===== src/rtl/fetch_prefetch_unit.sv =====
`default_nettype none
// ============================================================================
// Module   : fetch_prefetch_unit
// Purpose  : Multi-line instruction prefetcher with in-order line buffer,
//            credit-limited line requests and flush redirection.
// Revision : 1.0 - initial release
// ============================================================================

module fetch_prefetch_unit #(
  parameter int                XLEN       = 32,
  parameter int                LINE_WIDTH = 128,
  parameter int                DEPTH      = 2,
  parameter logic [XLEN-1:0]   RESET_PC   = '0
) (
  input  logic                  clk_i,
  input  logic                  rst_n_i,
  input  logic                  flush_i,
  input  logic [XLEN-1:0]       flush_pc_i,
  output logic                  cache_req_valid_o,
  input  logic                  cache_req_ready_i,
  output logic [XLEN-1:0]       cache_req_addr_o,
  input  logic                  cache_resp_valid_i,
  input  logic [LINE_WIDTH-1:0] cache_resp_line_i,
  output logic                  issue_valid_o,
  input  logic                  issue_ready_i,
  output logic [31:0]           issue_instr_o,
  output logic [XLEN-1:0]       issue_pc_o
);

  localparam int c_instr_per_line = LINE_WIDTH / 32;
  localparam int c_line_bytes     = LINE_WIDTH / 8;
  localparam int c_idx_w          = (c_instr_per_line > 1) ? $clog2(c_instr_per_line) : 1;
  localparam int c_ptr_w          = (DEPTH > 1) ? $clog2(DEPTH) : 1;
  localparam int c_cnt_w          = $clog2(DEPTH + 1);

  localparam logic [XLEN-1:0]    c_line_mask  = ~XLEN'(c_line_bytes - 1);
  localparam logic [XLEN-1:0]    c_line_step  = XLEN'(c_line_bytes);
  localparam logic [XLEN-1:0]    c_reset_line = RESET_PC & c_line_mask;
  localparam logic [c_idx_w-1:0] c_reset_idx  = c_idx_w'((RESET_PC >> 2) & XLEN'(c_instr_per_line - 1));
  localparam logic [c_idx_w-1:0] c_last_idx   = c_idx_w'(c_instr_per_line - 1);
  localparam logic [c_ptr_w-1:0] c_last_ptr   = c_ptr_w'(DEPTH - 1);

  typedef enum logic [0:0] {
    ST_BOOT  = 1'b0,
    ST_FETCH = 1'b1
  } state_t;

  state_t r_state;
  state_t w_state_nxt;

  logic [XLEN-1:0]       r_req_pc;
  logic [XLEN-1:0]       r_resp_pc;
  logic [c_cnt_w-1:0]    r_outstanding;
  logic [c_cnt_w-1:0]    r_drop_cnt;
  logic [c_cnt_w-1:0]    r_occupancy;
  logic [c_idx_w-1:0]    r_head_idx;
  logic [c_ptr_w-1:0]    r_head;
  logic [c_ptr_w-1:0]    r_tail;
  logic [LINE_WIDTH-1:0] r_buf_line [DEPTH];
  logic [XLEN-1:0]       r_buf_addr [DEPTH];

  logic                  w_credit_ok;
  logic                  w_req_valid;
  logic                  w_req_fire;
  logic                  w_buf_nonempty;
  logic                  w_issue_valid;
  logic                  w_issue_fire;
  logic                  w_pop;
  logic                  w_drop;
  logic                  w_push;
  logic [c_cnt_w-1:0]    w_out_after_resp;
  logic [XLEN-1:0]       w_flush_line;
  logic [c_idx_w-1:0]    w_flush_idx;
  logic [LINE_WIDTH-1:0] w_head_line;
  logic [31:0]           w_head_words [c_instr_per_line];

  function automatic logic [c_ptr_w-1:0] ptr_inc(input logic [c_ptr_w-1:0] p);
    return (p == c_last_ptr) ? '0 : p + 1'b1;
  endfunction

  // ---------------------------------------------------------------------------
  // State machine
  // ---------------------------------------------------------------------------
  always_ff @(posedge clk_i or negedge rst_n_i) begin
    if (!rst_n_i) begin
      r_state <= ST_BOOT;
    end else begin
      r_state <= w_state_nxt;
    end
  end

  always_comb begin
    w_state_nxt = r_state;
    case (r_state)
      ST_BOOT:  w_state_nxt = ST_FETCH;
      ST_FETCH: w_state_nxt = ST_FETCH;
      default:  w_state_nxt = ST_FETCH;
    endcase
    if (flush_i) begin
      w_state_nxt = ST_FETCH;
    end
  end

  // ---------------------------------------------------------------------------
  // Handshake and credit decode
  // ---------------------------------------------------------------------------
  always_comb begin
    // Buffered plus in-flight lines may never exceed the buffer depth.
    w_credit_ok      = ({1'b0, r_outstanding} + {1'b0, r_occupancy}) < (c_cnt_w + 1)'(DEPTH);
    w_req_valid      = (r_state == ST_FETCH) && !flush_i && w_credit_ok;
    w_req_fire       = w_req_valid && cache_req_ready_i;
    w_buf_nonempty   = (r_occupancy != '0);
    w_issue_valid    = w_buf_nonempty && !flush_i;
    w_issue_fire     = w_issue_valid && issue_ready_i;
    w_pop            = w_issue_fire && (r_head_idx == c_last_idx);
    w_drop           = cache_resp_valid_i && (r_drop_cnt != '0);
    w_push           = cache_resp_valid_i && !w_drop && !flush_i;
    w_out_after_resp = r_outstanding - c_cnt_w'(cache_resp_valid_i);
    w_flush_line     = flush_pc_i & c_line_mask;
    w_flush_idx      = c_idx_w'((flush_pc_i >> 2) & XLEN'(c_instr_per_line - 1));
  end

  // ---------------------------------------------------------------------------
  // Control registers
  // ---------------------------------------------------------------------------
  always_ff @(posedge clk_i or negedge rst_n_i) begin
    if (!rst_n_i) begin
      r_req_pc      <= c_reset_line;
      r_resp_pc     <= c_reset_line;
      r_outstanding <= '0;
      r_drop_cnt    <= '0;
      r_occupancy   <= '0;
      r_head_idx    <= c_reset_idx;
      r_head        <= '0;
      r_tail        <= '0;
    end else if (flush_i) begin
      // Everything still in flight (net of this cycle's response) is stale.
      r_req_pc      <= w_flush_line;
      r_resp_pc     <= w_flush_line;
      r_outstanding <= w_out_after_resp;
      r_drop_cnt    <= w_out_after_resp;
      r_occupancy   <= '0;
      r_head_idx    <= w_flush_idx;
      r_head        <= '0;
      r_tail        <= '0;
    end else begin
      r_outstanding <= w_out_after_resp + c_cnt_w'(w_req_fire);
      r_occupancy   <= r_occupancy + c_cnt_w'(w_push) - c_cnt_w'(w_pop);
      if (w_req_fire) begin
        r_req_pc <= r_req_pc + c_line_step;
      end
      if (w_drop) begin
        r_drop_cnt <= r_drop_cnt - 1'b1;
      end
      if (w_push) begin
        r_resp_pc <= r_resp_pc + c_line_step;
        r_tail    <= ptr_inc(r_tail);
      end
      if (w_pop) begin
        r_head_idx <= '0;
        r_head     <= ptr_inc(r_head);
      end else if (w_issue_fire) begin
        r_head_idx <= r_head_idx + 1'b1;
      end
    end
  end

  // ---------------------------------------------------------------------------
  // Line buffer storage
  // ---------------------------------------------------------------------------
  always_ff @(posedge clk_i or negedge rst_n_i) begin
    if (!rst_n_i) begin
      for (int i = 0; i < DEPTH; i++) begin
        r_buf_line[i] <= '0;
        r_buf_addr[i] <= '0;
      end
    end else if (w_push) begin
      r_buf_line[r_tail] <= cache_resp_line_i;
      r_buf_addr[r_tail] <= r_resp_pc;
    end
  end

  // ---------------------------------------------------------------------------
  // Outputs
  // ---------------------------------------------------------------------------
  assign w_head_line = r_buf_line[r_head];

  generate
    for (genvar gi = 0; gi < c_instr_per_line; gi++) begin : g_head_words
      assign w_head_words[gi] = w_head_line[32*gi +: 32];
    end
  endgenerate

  assign cache_req_valid_o = w_req_valid;
  assign cache_req_addr_o  = r_req_pc;
  assign issue_valid_o     = w_issue_valid;
  // Data outputs read zero whenever the buffer is empty.
  assign issue_instr_o     = w_buf_nonempty ? w_head_words[r_head_idx] : 32'h0;
  assign issue_pc_o        = w_buf_nonempty ? (r_buf_addr[r_head] + XLEN'({r_head_idx, 2'b00}))
                                            : '0;

endmodule

`default_nettype wire


===== config.mk =====
export PLATFORM = sky130hd
export DESIGN_NAME = fetch_prefetch_unit
export DESIGN_NICKNAME = d
export VERILOG_FILES = /design/src/rtl/fetch_prefetch_unit.sv
export SDC_FILE = /design/constraint.sdc
export NUM_CORES = 1
export LEC_CHECK = 0
export ABC_AREA = 1
export BUFFER_PORTS_ARGS = -buffer_cell sky130_fd_sc_hd__buf_2
export CORE_ASPECT_RATIO = 1.4
export CORE_MARGIN = 2
export CORE_UTILIZATION = 63
export DETAILED_ROUTE_END_ITERATION = 6
export PLACE_DENSITY = 0.86
export SKIP_LAST_GASP = 1
export SYNTH_ARGS = -nofsm -noshare
export SYNTH_HDL_FRONTEND = slang
export SYNTH_SLANG_ARGS = --single-unit

===== constraint.sdc =====
create_clock -name clk_i -period 4.4 [get_ports clk_i]
set_clock_uncertainty 0.2 [all_clocks]
set_input_delay 0.66 -clock clk_i [delete_from_list [all_inputs] [get_ports clk_i]]
set_output_delay 0.66 -clock clk_i [all_outputs]
set_load 0.02 [all_outputs]

==> results of run 1 <==
-- layout make-up --
class                      instances  area share, %
inverter                         250           4.30
tap                              385           2.20
antenna                            7         0.0801
multi-input combinational       1744           36.5
timing repair buffer             285           7.38
clock inverter                    14          0.904
sequential                       379           43.4
clock buffer                      53           5.22
-- worst max-delay path, cell delays in order (launching register included) --
cell and delay [ps]:
dfrtp_4 500, inv_4 440, buf_12 380, o21ai_0 170
o22ai_1 210, o21ai_0 160, a31oi_1 220, buf_2 190
-- report_power, final --
part / total [µW] / switching [µW] / internal, µW
clock network: 3470 / 1370 / 2100
registers: 5590 / 799 / 4790
logic: 3260 / 2100 / 1160
-- cells in the mapped netlist (all sizes together) --
cell type | number | area [µm²]
fa | 1 | 20.0
clkinv | 1 | 3.75
nand4 | 11 | 68.8
nand3 | 88 | 440
buf | 71 | 420
dfrtp | 379 | 9480
and2 | 2 | 12.5
nand3b | 1 | 7.51
xor2 | 17 | 149
ha | 9 | 113
nand2 | 645 | 2450
o21bai | 7 | 52.6
nor2 | 304 | 1190
o211ai | 11 | 82.6
o41ai | 1 | 8.76
o31ai | 1 | 7.51
xnor2 | 3 | 26.3
inv | 249 | 935
o22ai | 32 | 200
clkbuf | 79 | 297
nor3 | 15 | 75.1
conb | 2 | 7.51
a31oi | 38 | 238
a22oi | 2 | 15.0
o311ai | 1 | 8.76
o221ai | 2 | 17.5
a21oi | 32 | 164
o21ai | 510 | 2560
o21a | 1 | 7.51
or2 | 2 | 12.5
-- worst paths after layout --
| kind | to | depth (start not counted) |
|---|---|---|
| setup / recovery | issue_instr_o[21] | 7 |
| hold / removal | r_buf_line[143] | 3 |
| setup reg to reg | r_buf_addr[38] | 8 |
| hold reg to reg | r_buf_line[0] | 2 |
| max in group asynchronous | cache_req_addr_o[10] | 3 |
| min in group asynchronous | r_buf_line[18] | 2 |
-- logic make-up (layout without fill, tap and decap cells) --
kind of cell	count (synthesis)	after routing	share of synthesized area (%)
AOI/OAI and AO/OA	638	638	17.6
xor gates and xnor gates	20	20	0.918
adders and majority gates	10	10	0.695
buffers and inverters	400	602	8.67
DFF	379	379	49.7
other	2	15	0.0394
and+or+nand+nor	1068	1068	22.4
-- per-layer routing --
layer	vias to the layer above	wire (µm)
li1	8464	-
met1	8462	20500
met2	837	27400
met3	188	4200
met4	4	3410
met5	-	19
-- metrics by stage --
step | setup slack, ps | instances
after floorplan | 1900 | 2523
after global placement | 1370 | 3042
after detailed placement | 1270 | 3042
after CTS | 683 | 3110
after global routing | 557 | 3115
final | 700 | 3117
-- state kept, by name, indices dropped and copies added, names as in the netlist, 2 cells and up --
signal / count
r_buf_line: 256
r_buf_addr: 56
cache_req_addr_o: 28
r_resp_pc: 28
r_drop_cnt: 2
r_head_idx: 2
r_occupancy: 2
r_outstanding: 2
==> run metrics, run 1 <==
RSZ-0062 raised after global routing false; CP arrival 2840 ps; maximum buffer depth of the clock tree 3; cell area after layout 21900 µm²; most common library cell in the layout ignoring fill and taps nand2_1; vias in the first global route 17.4k; category of the most critical setup path reg2out; first-pass detailed-route iteration total 6; hold slack final 191 ps; clock tree root driver cell clkbuf_16; Ys Warns 0; post-route minimum period 3700 ps; fraction of final layout cells sized beyond drive strength 1 14.1%; initial standard-cell utilization of the core 63.7%; Die Area 31700 µm²; highest attainable clock frequency 0.270 GHz; Area Overhead vs Synth 14.6%; average via count per standard cell 5.76; routed wire length 55500 µm; synth unique cells 43; Critical Path End Type primary output; start point of the worst hold path cache_resp_line_i[15]; overall track demand over capacity in global routing 34.9%; ratio of total power to cell area 563 nW/µm²; Reg2Reg Launch Point r_drop_cnt[0]; sequential fraction of the synthesis area 49.7%; number of storage elements in the synthesis netlist 379; Setup Fix Bufs, Post-CTS 0; setup tns final 0 ps; quantity of I/O buffers inserted on ports 255; flip-flop and latch area 9490 µm²; number of clock sinks 379; Crit path required time 3540 ps; GR Layer Usage met1 43.0%; Synth Area per Inst 7.58 µm²; result of the run finished, final reports clean; grt peak-use layer met2; number of hold-slack violations in the final timing report 0; filler cell count 2319; clock tree from TritonCTS done; RePlAce Congestion 0.952; Final Core Density 73.1%; GR Layer Usage met3 5.39%; total number of vias 18.0k; estimated wirelength of the detail-placed design 36400 µm; LEAKAGE 0.0112 µW; insertion delay of the later-clocked pin in the worst-skew pair 530 ps; total of hold buffers inserted after clock tree synthesis 1; Final Net Count 2874; wire length of the first global-routing pass 87100 µm; transition time of the tightest slew-check pin 846 ps; maxcap violations 0; post-synthesis cell count 2517; initial antenna violation count 8; post-DR wirelength/cell 17.8 µm; final number of max-transition violations 0; clock-pin slew of the registers on the worst-case setup and hold paths 70 ps; largest net degree at the start of global routing 165; post-detailed-route DRC marker count 0; TritonCTS buffer count 38; slack of the worst reg-to-reg path 1470 ps; top fanout value on the critical path 74; Hold Path Class in2reg; worst ir drop on vdd 379 µV; number of top-level design ports 264; Rel. slew slack 43.5%; antenna-violating nets left 0; Horiz. Die Dim 151 µm; CP Launch Type flop; total design power 12300 µW; residual overflow from global routing 0; number of gates resized after cts 0; met2 layer usage reported by global route 58.4%; setup violators final 0; total area of multi-input combinational cells 7990 µm²; overall die height 210 µm; Final period util 84.1%; cell area after synthesis 19100 µm²; DP Area 20500 µm²; start point of the critical path r_head; core region area 29900 µm²; standard-cell rows 75; H-tree level count 2; highest-count cells in the layout ignoring fill and taps nand2_1, o21ai_0, dfrtp_1; first-iteration detailed-routing DRC count 1652
Note: power is estimated with default switching activity, not from simulation.
==> run 2: changes to the inputs <==
--- a/config.mk
+++ b/config.mk
@@ -9,9 +9,9 @@
 export BUFFER_PORTS_ARGS = -buffer_cell sky130_fd_sc_hd__buf_2
 export CORE_ASPECT_RATIO = 1.4
 export CORE_MARGIN = 2
-export CORE_UTILIZATION = 63
+export CORE_UTILIZATION = 58
 export DETAILED_ROUTE_END_ITERATION = 6
-export PLACE_DENSITY = 0.86
+export PLACE_DENSITY = 0.8
 export SKIP_LAST_GASP = 1
 export SYNTH_ARGS = -nofsm -noshare
 export SYNTH_HDL_FRONTEND = slang
==> constraint.sdc (replaced) <==
create_clock -name clk_i -period 3.6 [get_ports clk_i]
set_clock_uncertainty 0.2 [all_clocks]
set_input_delay 0.54 -clock clk_i [delete_from_list [all_inputs] [get_ports clk_i]]
set_output_delay 0.54 -clock clk_i [all_outputs]
set_load 0.02 [all_outputs]
==> run metrics, run 2 (synthesis gave the netlist of run 1 again) <==
number of gates resized after cts 0 (unchanged); CP Launch Type flop; slack of the worst reg-to-reg path 680 ps (-790 ps); overall track demand over capacity in global routing 32.0% (-2.9 points); antenna-violating nets left 0 (unchanged); H-tree level count 2 (unchanged); most common library cell in the layout ignoring fill and taps nand2_1; dominant cell type by count on the critical path o21ai_0; CP arrival 2680 ps (-160 ps); total number of vias 17.7k (-1.7%); average via count per standard cell 5.57 (-3.4%); Die Area 34400 µm² (+8.4%); ratio of total power to cell area 678 nW/µm² (+20%); Area Overhead vs Synth 15.0%; cell area after layout 21900 µm² (+0.35%); start point of the critical path r_head; delay of the slowest critical-path stage 560 ps (+60 ps); vias in the first global route 17.2k (-1.2%); Critical Path End Type primary output; category of the most critical setup path reg2out; top fanout value on the critical path 164 (+120%); Hold Path End cache_req_addr_o[19]; result of the run finished, final reports clean; setup tns final 0 ps (unchanged); number of hold-slack violations in the final timing report 0 (unchanged); number of clock sinks 379 (unchanged); register containing the most flip-flops in the final layout r_buf_line; worst hold stages 3 (unchanged); quantity of I/O buffers inserted on ports 255 (unchanged); highest-count cells in the layout ignoring fill and taps nand2_1, o21ai_0, dfrtp_1; Final Net Count 2876 (+0.070%); cell with the largest stage delay on the worst path buf_12; largest registers r_buf_line: 256 flops, r_buf_addr: 56 flops; maxcap violations 0 (unchanged); largest net degree at the start of global routing 314 (+90%); estimated wirelength of the detail-placed design 36500 µm (+0.38%); maximum buffer depth of the clock tree 3 (unchanged); Crit path required time 2860 ps (-680 ps); Rel. slew slack 20.5% (-23 points); TritonCTS buffer count 39 (+2.6%); RePlAce Congestion 0.947 (-0.49%); number of flip-flops under the largest register name 256 (unchanged); initial standard-cell utilization of the core 58.9% (-4.9 points); highest attainable clock frequency 0.292 GHz; clock-pin slew of the registers on the worst-case setup and hold paths 70 ps (about the same); standard-cell rows 78 (+4.0%); overall die height 219 µm (+4.1%); first-pass detailed-route iteration total 6 (unchanged); Setup Fix Bufs, Post-CTS 0 (unchanged); LEAKAGE 0.0112 µW (about the same); worst ir drop on vdd 385 µV (+1.4%); setup slack at placement 711 ps (-558 ps); post-detailed-route DRC marker count 0 (unchanged); number of top-level design ports 264 (unchanged); start point of the worst hold path flush_pc_i[19]; insertion delay of the later-clocked pin in the worst-skew pair 540 ps (about the same); fraction of final layout cells sized beyond drive strength 1 14.1% (+0.068 points); initial antenna violation count 6 (-2); worst-case reg-to-reg path depth 8 (unchanged); setup violators final 0 (unchanged); clock tree root driver cell clkbuf_16; transition time of the tightest slew-check pin 1190 ps (+347 ps); Reg2Reg Launch Point r_drop_cnt[0]; routed wire length 55200 µm (-0.67%); Hold Path Class in2reg; Final period util 95.1%; post-route minimum period 3420 ps; DP Area 20600 µm² (+0.62%); final number of max-transition violations 0 (unchanged); worst reg2reg path endpoint r_buf_line[87]; clock tree from TritonCTS done; RSZ-0062 raised after global routing false; core region area 32400 µm² (+8.2%); post-DR wirelength/cell 17.4 µm (-2.4%); Worst Slack Setup Final 178 ps (-522 ps); residual overflow from global routing 0 (unchanged); cells along the critical path buf_12 -> o21ai_0 -> o22ai_1 -> o21ai_0 -> a31oi_1 -> buf_2; Horiz. Die Dim 157 µm (+4.1%); wire length of the first global-routing pass 87200 µm (about the same); first-iteration detailed-routing DRC count 1659 (+0.42%)
run 2: cell count changes in the layout (fill, tap and decap cells not counted), moves of 2 or more:
cell / change
diode_2: -2
buf_12: +4
bufinv_16: -2
buf_4: -3
run 2: metrics by stage:
| stage | utilization, % | cells | power (µW) | hold slack, ps |
|---|---|---|---|---|
| 3_3_place_gp | 63.7 | 3098 | 10500 | 261 |
| 3_5_place_dp | 63.7 | 3098 | 10800 | 267 |
| 4_1_cts | 67.7 | 3166 | 14900 | 30.4 |
| 6_report | 67.7 | 3171 | 14900 | 50.6 |
| 2_1_floorplan | - | 2523 | 9410 | 44.4 |
| 5_1_grt | 67.7 | 3170 | 15900 | 57.0 |
run 2: timing repair:
| action | 4_1_cts | 5_1_grt |
|---|---|---|
| endpoints found under the setup margin | 0 | 0 |
| endpoints found under the hold margin | 83 | 0 |
| hold buffers | 1 | 0 |
run 2: critical path, delay by kind of cell (launching register included):
family,cells,cell delay (ps)
compound gates,4,830
buf+inv,2,760
flops,1,440
run 2: per-layer routing:
| layer | part of all wire (%) | track usage [%] |
|---|---|---|
| met5 | 0.034 | 0 |
| met4 | 4.2 | 14.4 |
| met3 | 5.9 | 4.42 |
| met2 | 51 | 55.1 |
| met1 | 39 | 39.9 |
run 2: cell type report:
cell class	instances	area, µm²
tap	440	551
inverter	250	941
clock buffer	51	1120
timing repair buffer	286	1670
antenna	5	12.5
multi-input combinational	1744	7990
fill	2795	10500
sequential	379	9490
clock inverter	16	170
run 2: worst max-delay path by stage:
stage / endpoint / slack, ps
floorplan: r_outstanding[1] / 1150
global placement: issue_instr_o[18] / 820
detailed placement: r_buf_line[87] / 710
CTS: issue_instr_o[18] / 210
global route: issue_instr_o[8] / 90
finish: issue_instr_o[18] / 180
run 2: where the power goes:
part	switching (µW)	internal [µW]
combinational	2520	1420
sequential	969	5850
clock	1700	2420
total	5190	9690
==> run 3: changes to the inputs <==
==> constraint.sdc (replaced) <==
create_clock -name clk_i -period 3.6 [get_ports clk_i]
set_clock_uncertainty 0.2 [all_clocks]
set_input_delay 0.54 -clock clk_i [delete_from_list [all_inputs] [get_ports clk_i]]
set_output_delay 0.54 -clock clk_i [all_outputs]
set_load 0.01 [all_outputs]
==> run metrics, run 3 (synthesis gave the netlist of run 1 again) <==
Area Overhead vs Synth 14.7%; fraction of final layout cells sized beyond drive strength 1 13.9% (-0.24 points); worst ir drop on vdd 405 µV (+5.2%); first-pass detailed-route iteration total 5 (-1); average via count per standard cell 5.57 (+0.14%); total of hold buffers inserted after clock tree synthesis 1 (unchanged); number of hold-slack violations in the final timing report 0 (unchanged); switching power total 5080 µW (-2.1%); core region area 32400 µm² (unchanged); top fanout value on the critical path 57 (-65%); LEAKAGE 0.0112 µW (-0.24%); clock tree root driver cell clkbuf_16; largest net degree at the start of global routing 233 (-26%); initial antenna violation count 6 (unchanged); CP Launch Type flop; Critical Path End Type primary output; maximum buffer depth of the clock tree 3 (unchanged); Crit path required time 2860 ps (about the same); Final Net Count 2880 (+0.14%); most common library cell in the layout ignoring fill and taps nand2_1; estimated wirelength of the detail-placed design 36900 µm (+0.92%); TritonCTS buffer count 39 (unchanged); initial standard-cell utilization of the core 58.9% (unchanged); first-iteration detailed-routing DRC count 1928 (+16%); routed wire length 55400 µm (+0.48%); internal power summed over all cells 9510 µW (-1.9%); clock-pin slew of the registers on the worst-case setup and hold paths 60 ps (about the same); Final period util 89.5% (-5.5 points); residual overflow from global routing 0 (unchanged); Final Core Density 67.6% (-0.17 points); delay of the slowest critical-path stage 550 ps (about the same); wire length of the first global-routing pass 87500 µm (+0.33%); overall track demand over capacity in global routing 32.2% (+0.17 points); clock share of power 26.8% (-0.9 points); Placed Cells 3102 (+0.13%); ratio of total power to cell area 666 nW/µm² (-1.7%); register containing the most flip-flops in the final layout r_buf_line; Horiz. Die Dim 157 µm (unchanged); number of top-level design ports 264 (unchanged); cell with the largest stage delay on the worst path buf_4; Sw Share 34.9% (about the same); H-tree level count 2 (unchanged); Non-Filler Instances 3172 (+0.032%); quantity of I/O buffers inserted on ports 255 (unchanged); post-DR wirelength/cell 17.5 µm (+0.45%); part of the total power dissipated in combinational logic 26.4% (about the same); largest registers r_buf_line: 256 flops, r_buf_addr: 56 flops; number of clock sinks 379 (unchanged); antenna-violating nets left 0 (unchanged); number of gates resized after cts 0 (unchanged); Die Area 34400 µm² (unchanged); Hold Path Class in2reg; setup tns final 0 ps (unchanged); total area of multi-input combinational cells 7990 µm² (unchanged); filler cell count 2724 (-2.5%); insertion delay of the later-clocked pin in the worst-skew pair 540 ps (about the same); post-route minimum period 3220 ps (-200 ps); flip-flop and latch area 9490 µm² (unchanged); standard-cell rows 78 (unchanged); post-detailed-route DRC marker count 0 (unchanged); clock tree from TritonCTS done; CP arrival 2480 ps (-200 ps); total number of vias 17.7k (+0.17%); part of the total power dissipated in sequential elements 46.8% (+1.0 points); cells along the critical path buf_4 -> o21ai_0 -> o22ai_1 -> o21ai_1 -> a31oi_1 -> buf_2; RePlAce Congestion 0.971 (+2.5%); Setup Fix Bufs, Post-CTS 0 (unchanged); transition time of the tightest slew-check pin 915 ps (-277 ps); final number of max-transition violations 0 (unchanged); maxcap violations 0 (unchanged); RSZ-0062 raised after global routing false; highest attainable clock frequency 0.310 GHz (+6.2%); overall die height 219 µm (unchanged); Rel. slew slack 39.0% (+18 points); setup violators final 0 (unchanged); vias in the first global route 17.3k (+0.64%); number of flip-flops under the largest register name 256 (unchanged); result of the run finished, final reports clean; highest-count cells in the layout ignoring fill and taps nand2_1, o21ai_0, dfrtp_1; category of the most critical setup path reg2out
## run 3: cell count changes in the layout (fill, tap and decap cells not counted), sizes merged
cell	before	now
buf	285	289
bufinv	3	1
clkbuf	51	58
clkinv	10	5
clkinvlp	2	0
diode	5	3
inv	251	252
## run 3: power by group through the flow
| stage | combinational [µW] | sequential, µW | clock (µW) |
|---|---|---|---|
| 6_report | 3850 | 6830 | 3910 |
| 5_1_grt | 4460 | 7000 | 4130 |
| 4_1_cts | 3870 | 6790 | 3960 |
| 3_5_place_dp | 3830 | 6840 | 0 |
| 3_3_place_gp | 3650 | 6750 | 0 |
| 2_1_floorplan | 2700 | 6600 | 0 |
## run 3: per-stage QoR
step	cell area, µm²	total power [µW]	worst slack, ps	hold slack (ps)
2_1_floorplan	19100	9300	1240	44.4
3_5_place_dp	20700	10700	924	268
3_3_place_gp	20700	10400	938	260
5_1_grt	21900	15600	267	60.2
6_report	21900	14600	378	66.0
4_1_cts	21900	14600	393	45.1
## run 3: final timing paths
path                                        from           endpoint  slack [ps]  depth (start not counted)
setup / recovery                          r_head  issue_instr_o[28]         380                          6
hold / removal             cache_resp_line_i[58]     r_buf_line[58]          70                          3
setup reg to reg                  r_occupancy[1]     r_occupancy[1]         880                         12
hold reg to reg                   r_buf_line[16]     r_buf_line[16]         280                          2
max in group asynchronous                rst_n_i    r_buf_line[142]        1820                          4
min in group asynchronous                rst_n_i     r_buf_line[73]         420                          2
## run 3: cell type report
| class | count | area share [%] |
|---|---|---|
| inverters | 250 | 4.30 |
| flip-flops and latches | 379 | 43.3 |
| repair buffers | 290 | 7.83 |
| clock buffers | 58 | 5.11 |
| well taps | 440 | 2.51 |
| clock inverters | 8 | 0.383 |
| diodes | 3 | 0.0343 |
| multi-input cells | 1744 | 36.5 |
## run 3: worst max-delay path, delay by kind of cell, from the launching register on
kind / cells / cell delay, ps
flip-flops: 1 / 450
buffers and inverters: 2 / 750
AO/OA/AOI/OAI: 4 / 730
## run 3: per-layer routing
| metal | part of all wire, % | vias up | GRT usage (%) |
|---|---|---|---|
| met5 | 0.072 | - | 0 |
| met1 | 39 | 8366 | 39.7 |
| met4 | 4.4 | 6 | 15.3 |
| met2 | 51 | 705 | 55.4 |
| met3 | 6.2 | 142 | 4.56 |
| li1 | - | 8464 | - |
